## src/rtl/pi_bus_pkg.sv

```systemverilog
// Shared definitions for the PI bus master: FSM state type, block-select
// indices, bus widths and a one-hot decode helper.
package pi_bus_pkg;

   localparam int DATA_W  = 8;
   localparam int ADDR_W  = 8;
   localparam int BLK_W   = 4;
   localparam int NUM_BLK = 16;
   localparam int IRQ_W   = 3;

   // Block indices of the populated peripherals
   localparam logic [BLK_W-1:0] DISP_BLK  = 4'd0;
   localparam logic [BLK_W-1:0] DDR2_MGR  = 4'd1;
   localparam logic [BLK_W-1:0] FRAC_UNIT = 4'd2;
   localparam logic [BLK_W-1:0] MOUSE     = 4'd3;
   localparam logic [BLK_W-1:0] ALU       = 4'd4;
   localparam logic [BLK_W-1:0] UART      = 4'd5;
   localparam logic [BLK_W-1:0] CPU       = 4'd6;

   typedef enum logic [1:0] {
      ST_IDLE   = 2'd0,
      ST_ACCESS = 2'd1,
      ST_WAIT   = 2'd2,
      ST_RESP   = 2'd3
   } pi_state_e;

   // One-hot decode of a block index onto the block-select vector
   function automatic logic [NUM_BLK-1:0] blk_onehot(input logic [BLK_W-1:0] blk);
      logic [NUM_BLK-1:0] sel;
      sel = '0;
      sel[blk] = 1'b1;
      return sel;
   endfunction

endpackage

```

## src/rtl/pi_irq_collect.sv

```systemverilog
// Interrupt collector: latches irq_in bits until individually cleared.
// A set and a clear on the same bit in the same cycle leaves the bit set.
// interrupt_ack pulses the cycle after any clear bit is seen.
module pi_irq_collect
   import pi_bus_pkg::*;
(
   input  logic             clk,
   input  logic             rst_n,
   input  logic [IRQ_W-1:0] irq_in,
   input  logic [IRQ_W-1:0] irq_clr,
   output logic [IRQ_W-1:0] irq_pending,
   output logic             interrupt_ack
);

   logic [IRQ_W-1:0] pending_q, pending_d;
   logic             ack_q, ack_d;

   // Next pending state: clear first, then set so set wins
   always_comb begin
      pending_d = (pending_q & ~irq_clr) | irq_in;
      ack_d     = |irq_clr;
   end

   // Pending/ack registers
   always_ff @(posedge clk or negedge rst_n) begin
      if (!rst_n) begin
         pending_q <= '0;
         ack_q     <= 1'b0;
      end else begin
         pending_q <= pending_d;
         ack_q     <= ack_d;
      end
   end

   assign irq_pending   = pending_q;
   assign interrupt_ack = ack_q;

endmodule

```

## src/rtl/pi_bus_master.sv

```systemverilog
// PI bus master: turns single host requests into one-cycle PI bus write or
// read strobes and returns a one-cycle response. Requests to blocks absent
// from BLK_MASK are answered immediately with an error and never reach the bus.
// Optional interrupt collection is enabled with the PI_IRQ_COLLECT_EN macro.
module pi_bus_master
   import pi_bus_pkg::*;
#(
   parameter int                 RD_LATENCY = 1,
   parameter logic [NUM_BLK-1:0] BLK_MASK   = 16'h007F
)
(
   input  logic                      clk,
   input  logic                      rst_n,
   input  logic                      req_valid,
   output logic                      req_ready,
   input  logic                      req_wr,
   input  logic [BLK_W-1:0]          req_blk,
   input  logic [ADDR_W-1:0]         req_addr,
   input  logic [DATA_W-1:0]         req_wdata,
   output logic                      rsp_valid,
   output logic [DATA_W-1:0]         rsp_rdata,
   output logic                      rsp_err,
   output logic [NUM_BLK-1:0]        pi_blk_sel,
   output logic [ADDR_W-1:0]         pi_addr,
   output logic                      pi_wr_en,
   output logic                      pi_rd_en,
   output logic [DATA_W-1:0]         pi_wr_data,
   input  logic [NUM_BLK*DATA_W-1:0] pi_rd_data_bus
`ifdef PI_IRQ_COLLECT_EN
   ,
   input  logic [IRQ_W-1:0]          irq_in,
   input  logic [IRQ_W-1:0]          irq_clr,
   output logic [IRQ_W-1:0]          irq_pending,
   output logic                      interrupt_ack
`endif
);

   // WAIT covers RD_LATENCY-1 cycles; the counter is loaded with the number
   // of WAIT cycles remaining after the first one.
   localparam logic [1:0] WAIT_INIT = (RD_LATENCY > 1) ? 2'(RD_LATENCY - 2) : 2'd0;

   pi_state_e           state_q, state_d;
   logic [1:0]          wait_cnt_q, wait_cnt_d;
   logic                wr_q, wr_d;
   logic [BLK_W-1:0]    blk_q, blk_d;

   logic                req_ready_q, req_ready_d;
   logic                rsp_valid_q, rsp_valid_d;
   logic [DATA_W-1:0]   rsp_rdata_q, rsp_rdata_d;
   logic                rsp_err_q, rsp_err_d;
   logic [NUM_BLK-1:0]  pi_blk_sel_q, pi_blk_sel_d;
   logic [ADDR_W-1:0]   pi_addr_q, pi_addr_d;
   logic                pi_wr_en_q, pi_wr_en_d;
   logic                pi_rd_en_q, pi_rd_en_d;
   logic [DATA_W-1:0]   pi_wr_data_q, pi_wr_data_d;

   logic [DATA_W-1:0]   rd_byte;

   // Byte lane of the block currently being read
   assign rd_byte = pi_rd_data_bus[{blk_q, 3'b000} +: DATA_W];

   // Next-state and next-output logic; every output register is computed
   // from the transition so that strobes line up with the new state
   always_comb begin
      state_d      = state_q;
      wait_cnt_d   = wait_cnt_q;
      wr_d         = wr_q;
      blk_d        = blk_q;
      rsp_valid_d  = 1'b0;
      rsp_rdata_d  = '0;
      rsp_err_d    = 1'b0;
      pi_blk_sel_d = '0;
      pi_addr_d    = '0;
      pi_wr_en_d   = 1'b0;
      pi_rd_en_d   = 1'b0;
      pi_wr_data_d = '0;

      case (state_q)
         ST_IDLE: begin
            if (req_valid && req_ready_q) begin
               wr_d  = req_wr;
               blk_d = req_blk;
               if (!BLK_MASK[req_blk]) begin
                  // Unpopulated block: answer with an error, bus untouched
                  state_d     = ST_RESP;
                  rsp_valid_d = 1'b1;
                  rsp_err_d   = 1'b1;
               end else begin
                  state_d      = ST_ACCESS;
                  pi_blk_sel_d = blk_onehot(req_blk);
                  pi_addr_d    = req_addr;
                  if (req_wr) begin
                     pi_wr_en_d   = 1'b1;
                     pi_wr_data_d = req_wdata;
                  end else begin
                     pi_rd_en_d   = 1'b1;
                  end
               end
            end
         end

         ST_ACCESS: begin
            if (wr_q) begin
               state_d     = ST_RESP;
               rsp_valid_d = 1'b1;
            end else if (RD_LATENCY <= 1) begin
               // Data is valid one edge after the strobe: sample now
               state_d     = ST_RESP;
               rsp_valid_d = 1'b1;
               rsp_rdata_d = rd_byte;
            end else begin
               state_d      = ST_WAIT;
               wait_cnt_d   = WAIT_INIT;
               pi_blk_sel_d = pi_blk_sel_q;
               pi_addr_d    = pi_addr_q;
            end
         end

         ST_WAIT: begin
            if (wait_cnt_q == 2'd0) begin
               state_d     = ST_RESP;
               rsp_valid_d = 1'b1;
               rsp_rdata_d = rd_byte;
            end else begin
               wait_cnt_d   = wait_cnt_q - 2'd1;
               pi_blk_sel_d = pi_blk_sel_q;
               pi_addr_d    = pi_addr_q;
            end
         end

         ST_RESP: begin
            state_d = ST_IDLE;
         end

         default: begin
            state_d = ST_IDLE;
         end
      endcase

      req_ready_d = (state_d == ST_IDLE);
   end

   // State and output registers; reset clears everything including ready
   always_ff @(posedge clk or negedge rst_n) begin
      if (!rst_n) begin
         state_q      <= ST_IDLE;
         wait_cnt_q   <= 2'd0;
         wr_q         <= 1'b0;
         blk_q        <= '0;
         req_ready_q  <= 1'b0;
         rsp_valid_q  <= 1'b0;
         rsp_rdata_q  <= '0;
         rsp_err_q    <= 1'b0;
         pi_blk_sel_q <= '0;
         pi_addr_q    <= '0;
         pi_wr_en_q   <= 1'b0;
         pi_rd_en_q   <= 1'b0;
         pi_wr_data_q <= '0;
      end else begin
         state_q      <= state_d;
         wait_cnt_q   <= wait_cnt_d;
         wr_q         <= wr_d;
         blk_q        <= blk_d;
         req_ready_q  <= req_ready_d;
         rsp_valid_q  <= rsp_valid_d;
         rsp_rdata_q  <= rsp_rdata_d;
         rsp_err_q    <= rsp_err_d;
         pi_blk_sel_q <= pi_blk_sel_d;
         pi_addr_q    <= pi_addr_d;
         pi_wr_en_q   <= pi_wr_en_d;
         pi_rd_en_q   <= pi_rd_en_d;
         pi_wr_data_q <= pi_wr_data_d;
      end
   end

   assign req_ready  = req_ready_q;
   assign rsp_valid  = rsp_valid_q;
   assign rsp_rdata  = rsp_rdata_q;
   assign rsp_err    = rsp_err_q;
   assign pi_blk_sel = pi_blk_sel_q;
   assign pi_addr    = pi_addr_q;
   assign pi_wr_en   = pi_wr_en_q;
   assign pi_rd_en   = pi_rd_en_q;
   assign pi_wr_data = pi_wr_data_q;

`ifdef PI_IRQ_COLLECT_EN
   pi_irq_collect u_irq (
      .clk           (clk),
      .rst_n         (rst_n),
      .irq_in        (irq_in),
      .irq_clr       (irq_clr),
      .irq_pending   (irq_pending),
      .interrupt_ack (interrupt_ack)
   );
`endif

endmodule

```

## config.mk

```make
export PLATFORM = sky130hd
export DESIGN_NAME = pi_bus_master
export DESIGN_NICKNAME = d
export VERILOG_FILES = /design/src/rtl/pi_bus_pkg.sv /design/src/rtl/pi_irq_collect.sv /design/src/rtl/pi_bus_master.sv
export SDC_FILE = /design/constraint.sdc
export NUM_CORES = 1
export LEC_CHECK = 0
export CAP_MARGIN = 20
export CORE_UTILIZATION = 33
export CTS_CLUSTER_SIZE = 20
export DETAILED_ROUTE_END_ITERATION = 6
export PLACE_DENSITY = 0.84
export REMOVE_ABC_BUFFERS = 1
export SLEW_MARGIN = 15
export SYNTH_ARGS = -nofsm -noshare
export SYNTH_HDL_FRONTEND = slang
export SYNTH_SLANG_ARGS = --single-unit
```

## constraint.sdc

```tcl
create_clock -name clk -period 1.6 [get_ports clk]
set_input_delay 0.16 -clock clk [delete_from_list [all_inputs] [get_ports clk]]
set_output_delay 0.16 -clock clk [all_outputs]
set_load 0.01 [all_outputs]
```

* After elaboration in Yosys (flattened, before gate mapping)
Memories as Yosys holds them, arrays and structs flattened. Cells that the tools add are included.
Cells by class: mux-type cells 35, reductions and logical operators 7, equality and inequality tests 4, bitwise gates (word level) 1, add/subtract/negate cells 1, shift-type cells 1, magnitude comparators 2
Operator list (count):
- variable part select 128 x 8 -> 8 bit | 1
- 2-to-1 mux 8 bit | 9
- 2-to-1 mux 16 bit | 3
- case mux 16 bit (2 select lines) | 1
- case mux 8 bit (2 select lines) | 2
- 2-to-1 mux 1 bit | 14
- case mux 2 bit (4 select lines) | 1
- zero test 2 bit | 3
- 2-to-1 mux 2 bit | 3
- < comparator 4 x 5 -> 1 bit (second input constant) | 1
- demux 1 bit (select 4 bit) | 1
- equality test 2 bit (second input constant) | 2
- greater-or-equal comparator 4 x 1 -> 1 bit (second input constant) | 1
- AND reduction 2 bit | 2
- case mux 1 bit (3 select lines) | 1
- equality test 2 x 1 -> 1 bit (second input constant) | 1
- logical AND 1 bit | 2
- inequality test 2 bit (second input constant) | 1
- subtractor 2 x 1 -> 2 bit (second input constant) | 1
- inverter 1 bit | 1
Word-level totals: bits of input ports 152, memories 1, bits in read-only memories 16, word-level logic and storage cells 65, register bits after elaboration 54, output and inout port bits 45
Memories:
- (no name shown) | depth 16, width 1, rd ports 1, clocked after memory_dff 0, wr ports 0, line pi_bus_master.sv:83 | if (!BLK_MASK[req_blk]) begin

* Longest topological paths before layout
Gate-level depths: netlist of the first run.
depth in word-level cells 7, mapped depth 7, mapped depth without buffers 5

* Worst setup path before layout of the first run
No wires, ideal clock.
kind register to register, from reg state_q[0], to reg pi_blk_sel_q[6] (netlist: pi_blk_sel[6]), period minus slack after synthesis 1.596 ns, data arrival time 1.476 ns, path slack 0.004 ns, buffers on the path 2, cell stages (with the launch flop) 8, cells stage by stage dfrtp_1 inv_1 ha_1 nor2b_1 buf_2 buf_1 nor3_1 a22o_1
On the way: word-level cells in the longest chain between the ends 2, elaborated cells between the ends (all ways) 4
RTL lines:
- from (decl) | line pi_bus_master.sv:42 | pi_state_e state_q, state_d;
- from (signal assigned) | line pi_bus_master.sv:160 | state_q <= state_d;
- equality test 2 bit / zero test 2 bit (equally long branches) | line pi_bus_master.sv:78 | case (state_q)
- case mux 16 bit (2 select lines) / inequality test 2 bit (equally long branches)
- to (signal assigned) | line pi_bus_master.sv:168 | pi_blk_sel_q <= pi_blk_sel_d;
- to (decl) | line pi_bus_master.sv:51 | logic [NUM_BLK-1:0] pi_blk_sel_q, pi_blk_sel_d;
Parallel ways exist; a longest one is shown, timed or not. A chain may end at the register's enable or synchronous reset.

* Worst setup path after layout of the first run
from reg state_q[1], to reg rsp_rdata_q[2] (netlist: rsp_rdata[2])
On the way: word-level cells in the longest chain between the ends 2, elaborated cells between the ends (all ways) 3
RTL lines:
- equality test 2 bit / equality test 2 x 1 -> 1 bit (equally long branches) | line pi_bus_master.sv:78
- case mux 8 bit (2 select lines) * | line pi_bus_master.sv:78
- net rsp_rdata_d[2] | line pi_bus_master.sv:49 | logic [DATA_W-1:0] rsp_rdata_q, rsp_rdata_d;
- to (signal assigned) | line pi_bus_master.sv:166 | rsp_rdata_q <= rsp_rdata_d;
- to (decl) | line pi_bus_master.sv:49
Mark *: on every way through the listed nets, which the timed path passes. The rest lies on a longest branch.

==> flow_metrics.env, run 1 <==
export IMPL_place_inst=529
export IMPL_synth_common_cells="54 x dfrtp_1, 18 x and2_1, 18 x mux4_1"
export IMPL_ys_flop_type="dfrtp_1"
export IMPL_overflow=0
export IMPL_n_antenna_cell=0
export IMPL_worstSetupPathType="register to register"
export IMPL_grt_util_all_layers_pct=18.7
export IMPL_setup_ws_ps=32.3
export IMPL_path_cells="inv_2 > buf_4 > ha_4 > nor2b_2 > o211ai_1 > buf_4 > o22ai_1"
export IMPL_yosys_top_cells_area="dfrtp_1 43%, mux4_1 15%, mux4_2 10%"
export IMPL_clk_latency_ps=310
export IMPL_drt_iter0_markers=76
export IMPL_netSwitchingFraction_pct=32.1
export IMPL_power_density_nw_per_um2=1110
export IMPL_max_clock_freq_mhz=638
export IMPL_first_pass_iters=6
export IMPL_ir_drop_mv=0.597
export IMPL_finalMaxSlewViolations=0
export IMPL_grt_pass1_wl_um=14200
export IMPL_portBuffers=196
export IMPL_cp_max_fo=8
export IMPL_postSynthAreaPerCell_sq_um=14.7
export IMPL_critPathTopFamily="buffers and inverters"
export IMPL_routed_via_density=5.08
export IMPL_fin_cells=553
export IMPL_fin_nets=599
export IMPL_synth_area_leader_cell="dfrtp_1"
export IMPL_yosysSeqAreaShare_pct=43.5
export IMPL_grt_start_max_net_pins=30
export IMPL_p_clk_share_pct=14.9
export IMPL_die_height_um=99.0
export IMPL_finClkSkew_ps=10.1
export IMPL_crit_path_top_delay_cell="dfrtp_1"
export IMPL_arrival_ps=1760
export IMPL_cts_root_buf="clkbuf_8"
export IMPL_routedWlPerCell_um=17.7
export IMPL_cap_viol_max_count=0
export IMPL_p_sw_w=0.00203
export IMPL_synth_warnings=0
export IMPL_internal_power_w=0.00429
export IMPL_async_reset_ff_share_pct=100
export IMPL_clock_path_buffers=2
export IMPL_synthCells=211
export IMPL_rsz0062_at_grt="true"
export IMPL_setup_viol=0
export IMPL_slowest_delay_ps=420
export IMPL_synth_seq_cells=54
export IMPL_die_area_sq_um=9810
export IMPL_grt_pass1_vias=2971
export IMPL_initial_core_util_pct=33.8
export IMPL_area_growth_pct=82.9
export IMPL_place_hpwl_um=7400
export IMPL_p_leak_nw=2.37
export IMPL_worst_slew_pin_transition_ps=608
export IMPL_dieWidth_um=99.0
export IMPL_antenna_left=0
export IMPL_cp_end_kind="register"
export IMPL_fin_crit_sh_pct=98.0
export IMPL_share_seq_of_total_power_pct=26.9
export IMPL_cts_tree="done"
export IMPL_fin_crit_ps=1570
export IMPL_antenna_found_initial=0
export IMPL_synth_edf_count=0
export IMPL_place_ws_ps=15.3
export IMPL_cts_buffers=5
export IMPL_relSlewSlack_pct=59.4
export IMPL_cp_start_kind="register"
export IMPL_place_gp_congestion=0.893
export IMPL_drcViolationCount=0
export IMPL_yosysMostFrequentCell="dfrtp_1"
export IMPL_critical_path_buf_inv_count=3
export IMPL_synth_top_cell_area_share_pct=43.5
export IMPL_std_cell_rows=35
export IMPL_drive_above_1_share_pct=21.3
export IMPL_cpMostUsedCell="buf_4"
export IMPL_wl_um=9780
export IMPL_worst_ep_required_time_ps=1800
export IMPL_path_clk_slew_ps=100
export IMPL_netlist_area_sq_um=3110
export IMPL_outcome="complete, no violations"
export IMPL_pwr_share_comb_pct=58.1
export IMPL_htree_levels=2
export IMPL_io_pin_count=197
export IMPL_min_path_type="input pin to async pin"
export IMPL_cts_sinks=54
export IMPL_vias=2812
export IMPL_ys_types=37
export IMPL_coreArea_sq_um=9200
export IMPL_p_total_w=0.00633
export IMPL_hold_viol_final=0
## path summary, 6_finish.rpt
path                                            startpoint                          to  cells past startpoint  slack, ps
worst max-delay path                  state_q[1]$_DFF_PN0_      rsp_rdata[2]$_DFF_PN0_                      7         30
worst min-delay path                                 rst_n   pi_blk_sel[7]$_DFFE_PN0N_                      2        390
worst max register to register        state_q[1]$_DFF_PN0_      rsp_rdata[2]$_DFF_PN0_                      7         30
worst min register to register  pi_blk_sel[11]$_DFFE_PN0N_  pi_blk_sel[11]$_DFFE_PN0N_                      1        490
max in group asynchronous                            rst_n        blk_q[0]$_DFFE_PN0P_                      3        620
min in group clk                              req_wdata[4]     pi_wr_data[4]$_DFF_PN0_                      2        400
## sequential cells by signal, summed over array words and instances (netlist names)
register,count
wait_cnt_q,2
pi_addr,8
pi_blk_sel,16
pi_wr_en,1
wr_q,1
req_ready,1
blk_q,4
pi_wr_data,8
state_q,2
rsp_err,1
pi_rd_en,1
rsp_rdata,8
rsp_valid,1
## cells in the final DEF (no fill, tap or decap), drive strengths merged, types with 2 or more instances in the layout
cell / Yosys / routed
a31oi: 2 / 2
nor2: 2 / 2
a21oi: 2 / 2
nand2: 5 / 5
mux2: 3 / 3
mux4: 32 / 32
o41ai: 3 / 3
dfrtp: 54 / 54
nor2b: 4 / 4
nor3: 5 / 5
mux2i: 17 / 17
buf: 13 / 38
nor4: 2 / 2
ha: 6 / 6
o22ai: 8 / 8
o21ai: 4 / 4
clkdlybuf4s50: 0 / 195
a22o: 12 / 12
inv: 7 / 8
and2: 18 / 18
clkbuf: 2 / 9
## cells by family (layout without fill, tap and decap cells)
kind of cell             after synthesis  after routing  synth area share, %
multiplexers                          52             52                 31.9
flip-flops                            54             54                 43.5
adder cells (fa/ha/maj)                6              6                 2.42
AO/OA/AOI/OAI                         36             36                 8.45
buffers and inverters                 22            253                 4.91
XOR/XNOR                               1              1                0.282
AND/OR/NAND/NOR                       40             40                 8.53
## power by group through the flow
stage | clock [W] | sequential, W | combinational (W)
6_report | 0.000945 | 0.00170 | 0.00368
5_1_grt | 0.00105 | 0.00173 | 0.00396
4_1_cts | 0.000973 | 0.00165 | 0.00308
3_5_place_dp | 0 | 0.00167 | 0.00307
3_3_place_gp | 0 | 0.00167 | 0.00301
2_1_floorplan | 0 | 0.00199 | 0.00151
## through the flow
| stage | setup TNS [ps] | hold slack (ps) | util (%) | instance area, sq um |
|---|---|---|---|---|
| global route | -603 | 389 | 61.8 | 5690 |
| detailed placement | 0 | 204 | 57.9 | 5330 |
| CTS | 0 | 388 | 59.3 | 5450 |
| global placement | 0 | 187 | 57.9 | 5330 |
| finish | 0 | 389 | 61.8 | 5690 |
| floorplan | -20490 | -136 | - | 2980 |
## final cells by class
| cell class | count | area (sq um) |
|---|---|---|
| clock buffer | 5 | 68.8 |
| sequential | 54 | 1360 |
| multi-input combinational | 135 | 1650 |
| clock inverter | 3 | 47.5 |
| timing repair buffer | 238 | 2400 |
| tap | 111 | 139 |
| fill | 729 | 3510 |
| inverter | 7 | 26.3 |
## layer usage
layer  track usage (%)  routed length (um)  vias to the layer above  share of wire (%)
met5                 0                   0                        -                  0
met4              6.54                 169                        0                1.7
met3              4.40                 631                       15                6.5
met2              34.6                5230                      152                 53
met1              21.0                3750                     1357                 38
li1                  -                   -                     1288                  -
## what timing repair did
item,CTS,global route
hold buffers,1,0
resized for setup,0,30
buffers inserted,0,10
hold endpoints to repair,25,0
setup endpoints to repair,0,26
Note: power is estimated with default switching activity, not from simulation.
==> run 2: changes to the inputs <==
- SETUP_SLACK_MARGIN: default -> 0.5
==> run 2 against run 1 <==
- final cell count up 2.2%
- first-iteration DRC count down 26%
- die area unchanged
- clock skew about the same
- non-clock buffer count up 12
- fmax up 2.5%
- power up 1.4%
- critical path type unchanged
==> flow_metrics.env, run 2 (synthesized netlist as in run 1, its figures left out) <==
export IMPL_cts_root_buf="clkbuf_8"
export IMPL_worst_ep_required_time_ps=1790
export IMPL_vias=2891
export IMPL_p_clk_share_pct=14.8
export IMPL_netSwitchingFraction_pct=32.5
export IMPL_cap_viol_max_count=0
export IMPL_grt_pass1_vias=3163
export IMPL_n_antenna_cell=0
export IMPL_largest_reg_flops=16
export IMPL_first_pass_iters=4
export IMPL_cp_start_kind="register"
export IMPL_std_cell_rows=35
export IMPL_hold_viol_final=0
export IMPL_place_hpwl_um=7400
export IMPL_antenna_left=0
export IMPL_die_area_sq_um=9810
export IMPL_p_leak_nw=2.60
export IMPL_top_layer="met4"
export IMPL_setup_viol=0
export IMPL_drive_above_1_share_pct=39.6
export IMPL_max_clock_freq_mhz=654
export IMPL_share_seq_of_total_power_pct=26.6
export IMPL_clock_path_buffers=2
export IMPL_p_sw_w=0.00209
export IMPL_arrival_ps=1720
export IMPL_fin_crit_sh_pct=95.6
export IMPL_fin_nets=611
export IMPL_ir_drop_mv=0.567
export IMPL_io_pin_count=197
export IMPL_drt_iter0_markers=56
export IMPL_grt_pass1_wl_um=15200
export IMPL_fillers=707
export IMPL_setup_ws_ps=71.1
export IMPL_overflow=0
export IMPL_finalMaxSlewViolations=0
export IMPL_antenna_found_initial=0
export IMPL_min_path_type="input pin to async pin"
export IMPL_path_clk_slew_ps=100
export IMPL_wl_met1_um=3810
export IMPL_outcome="complete, no violations"
export IMPL_initial_core_util_pct=33.8
export IMPL_cts_buffers=5
export IMPL_internal_power_w=0.00433
export IMPL_drcViolationCount=0
export IMPL_routed_via_density=5.12
export IMPL_mostFrequentLayoutCells="150 x clkdlybuf4s50_1, 50 x dfrtp_1, 25 x buf_2, 25 x buf_4, 21 x mux4_2"
export IMPL_worstSetupPathType="register to register"
export IMPL_grt_util_all_layers_pct=20.2
export IMPL_htree_levels=2
export IMPL_routedWlPerCell_um=17.9
export IMPL_place_ws_ps=15.3
export IMPL_finClkSkew_ps=10.5
export IMPL_fin_cells=565
export IMPL_area_growth_pct=87.2
export IMPL_relSlewSlack_pct=74.7
export IMPL_worst_slew_pin_transition_ps=380
export IMPL_layout_commonest_cell="clkdlybuf4s50_1"
export IMPL_place_inst=529
export IMPL_power_density_nw_per_um2=1100
export IMPL_place_gp_congestion=0.893
export IMPL_coreArea_sq_um=9200
export IMPL_routed_wl_met3_um=618
export IMPL_cts_sinks=54
export IMPL_routed_wl_met2_um=5400
export IMPL_p_total_w=0.00642
export IMPL_cp_max_fo=8
export IMPL_grt_start_max_net_pins=30
export IMPL_portBuffers=196
export IMPL_dieWidth_um=99.0
export IMPL_wl_um=10100
export IMPL_die_height_um=99.0
export IMPL_cp_end_kind="register"
export IMPL_cts_tree="done"
export IMPL_fin_crit_ps=1530
export IMPL_pwr_share_comb_pct=58.6
export IMPL_clk_latency_ps=310
export IMPL_rsz0062_at_grt="true"
## run 2: worst paths after layout
kind / from / cells after the start / slack, ps / to
max: state_q[0]$_DFF_PN0_ / 6 / 70 / rsp_rdata[3]$_DFF_PN0_
min: rst_n / 2 / 320 / pi_blk_sel[7]$_DFFE_PN0N_
max reg2reg: state_q[0]$_DFF_PN0_ / 6 / 70 / rsp_rdata[3]$_DFF_PN0_
min reg2reg: pi_blk_sel[15]$_DFFE_PN0N_ / 1 / 510 / pi_blk_sel[15]$_DFFE_PN0N_
max in group asynchronous: rst_n / 3 / 770 / blk_q[1]$_DFFE_PN0P_
min in group clk: req_wdata[1] / 2 / 390 / pi_wr_data[1]$_DFF_PN0_
## run 2: power by group through the flow
stage	Clock (W)	Combinational [W]	Sequential [W]
finish	0.000950	0.00376	0.00171
global placement	0	0.00301	0.00167
floorplan	0	0.00151	0.00199
global route	0.00105	0.00403	0.00173
CTS	0.000973	0.00347	0.00167
detailed placement	0	0.00307	0.00167
## run 2: layout make-up
cell class	instances	area (sq um)	share of cell area [%]
Clock buffer	5	68.8	1.18
Clock inverter	3	47.5	0.817
Timing Repair Buffer	250	2360	40.5
Sequential cell	54	1360	23.3
Multi-Input combinational cell	135	1820	31.3
Inverter	7	28.8	0.495
Tap cell	111	139	2.39
## run 2: timing repair
action,CTS,global route
endpoints found under the hold margin,25,0
gates resized for setup,183,77
setup endpoints to repair,99,88
hold buffers,1,0
pin swaps,9,14
buffers inserted,15,9
gates cloned,2,1
## run 2: critical path: stages, from the launching register on
cell,delay (ps)
dfrtp_1,420
buf_4,160
ha_2,220
nor2b_4,140
o211ai_1,150
buf_4,210
o22ai_1,110
## run 2: routing by layer
layer  GRT usage [%]  vias to the layer above
li1                -                     1314
met1            21.8                     1409
met2            38.1                      147
met3            4.61                       21
met4            7.46                        0
met5               0                        -
## run 2: stage by stage
step | area [sq um] | setup TNS, ps | utilization [%] | hold WS, ps
final | 5820 | 0 | 63.3 | 325
after global routing | 5820 | -65.5 | 63.3 | 345
after CTS | 5800 | 0 | 63.0 | 388
after detailed placement | 5330 | 0 | 57.9 | 204
after global placement | 5330 | 0 | 57.9 | 187
after floorplan | 2980 | -20490 | - | -136
==> run 3: changes to the inputs <==
- ABC_CLOCK_PERIOD_IN_PS: default -> 1600
==> results of run 3 <==
The final DEF is identical to that of run 2; final timing and power are the same.
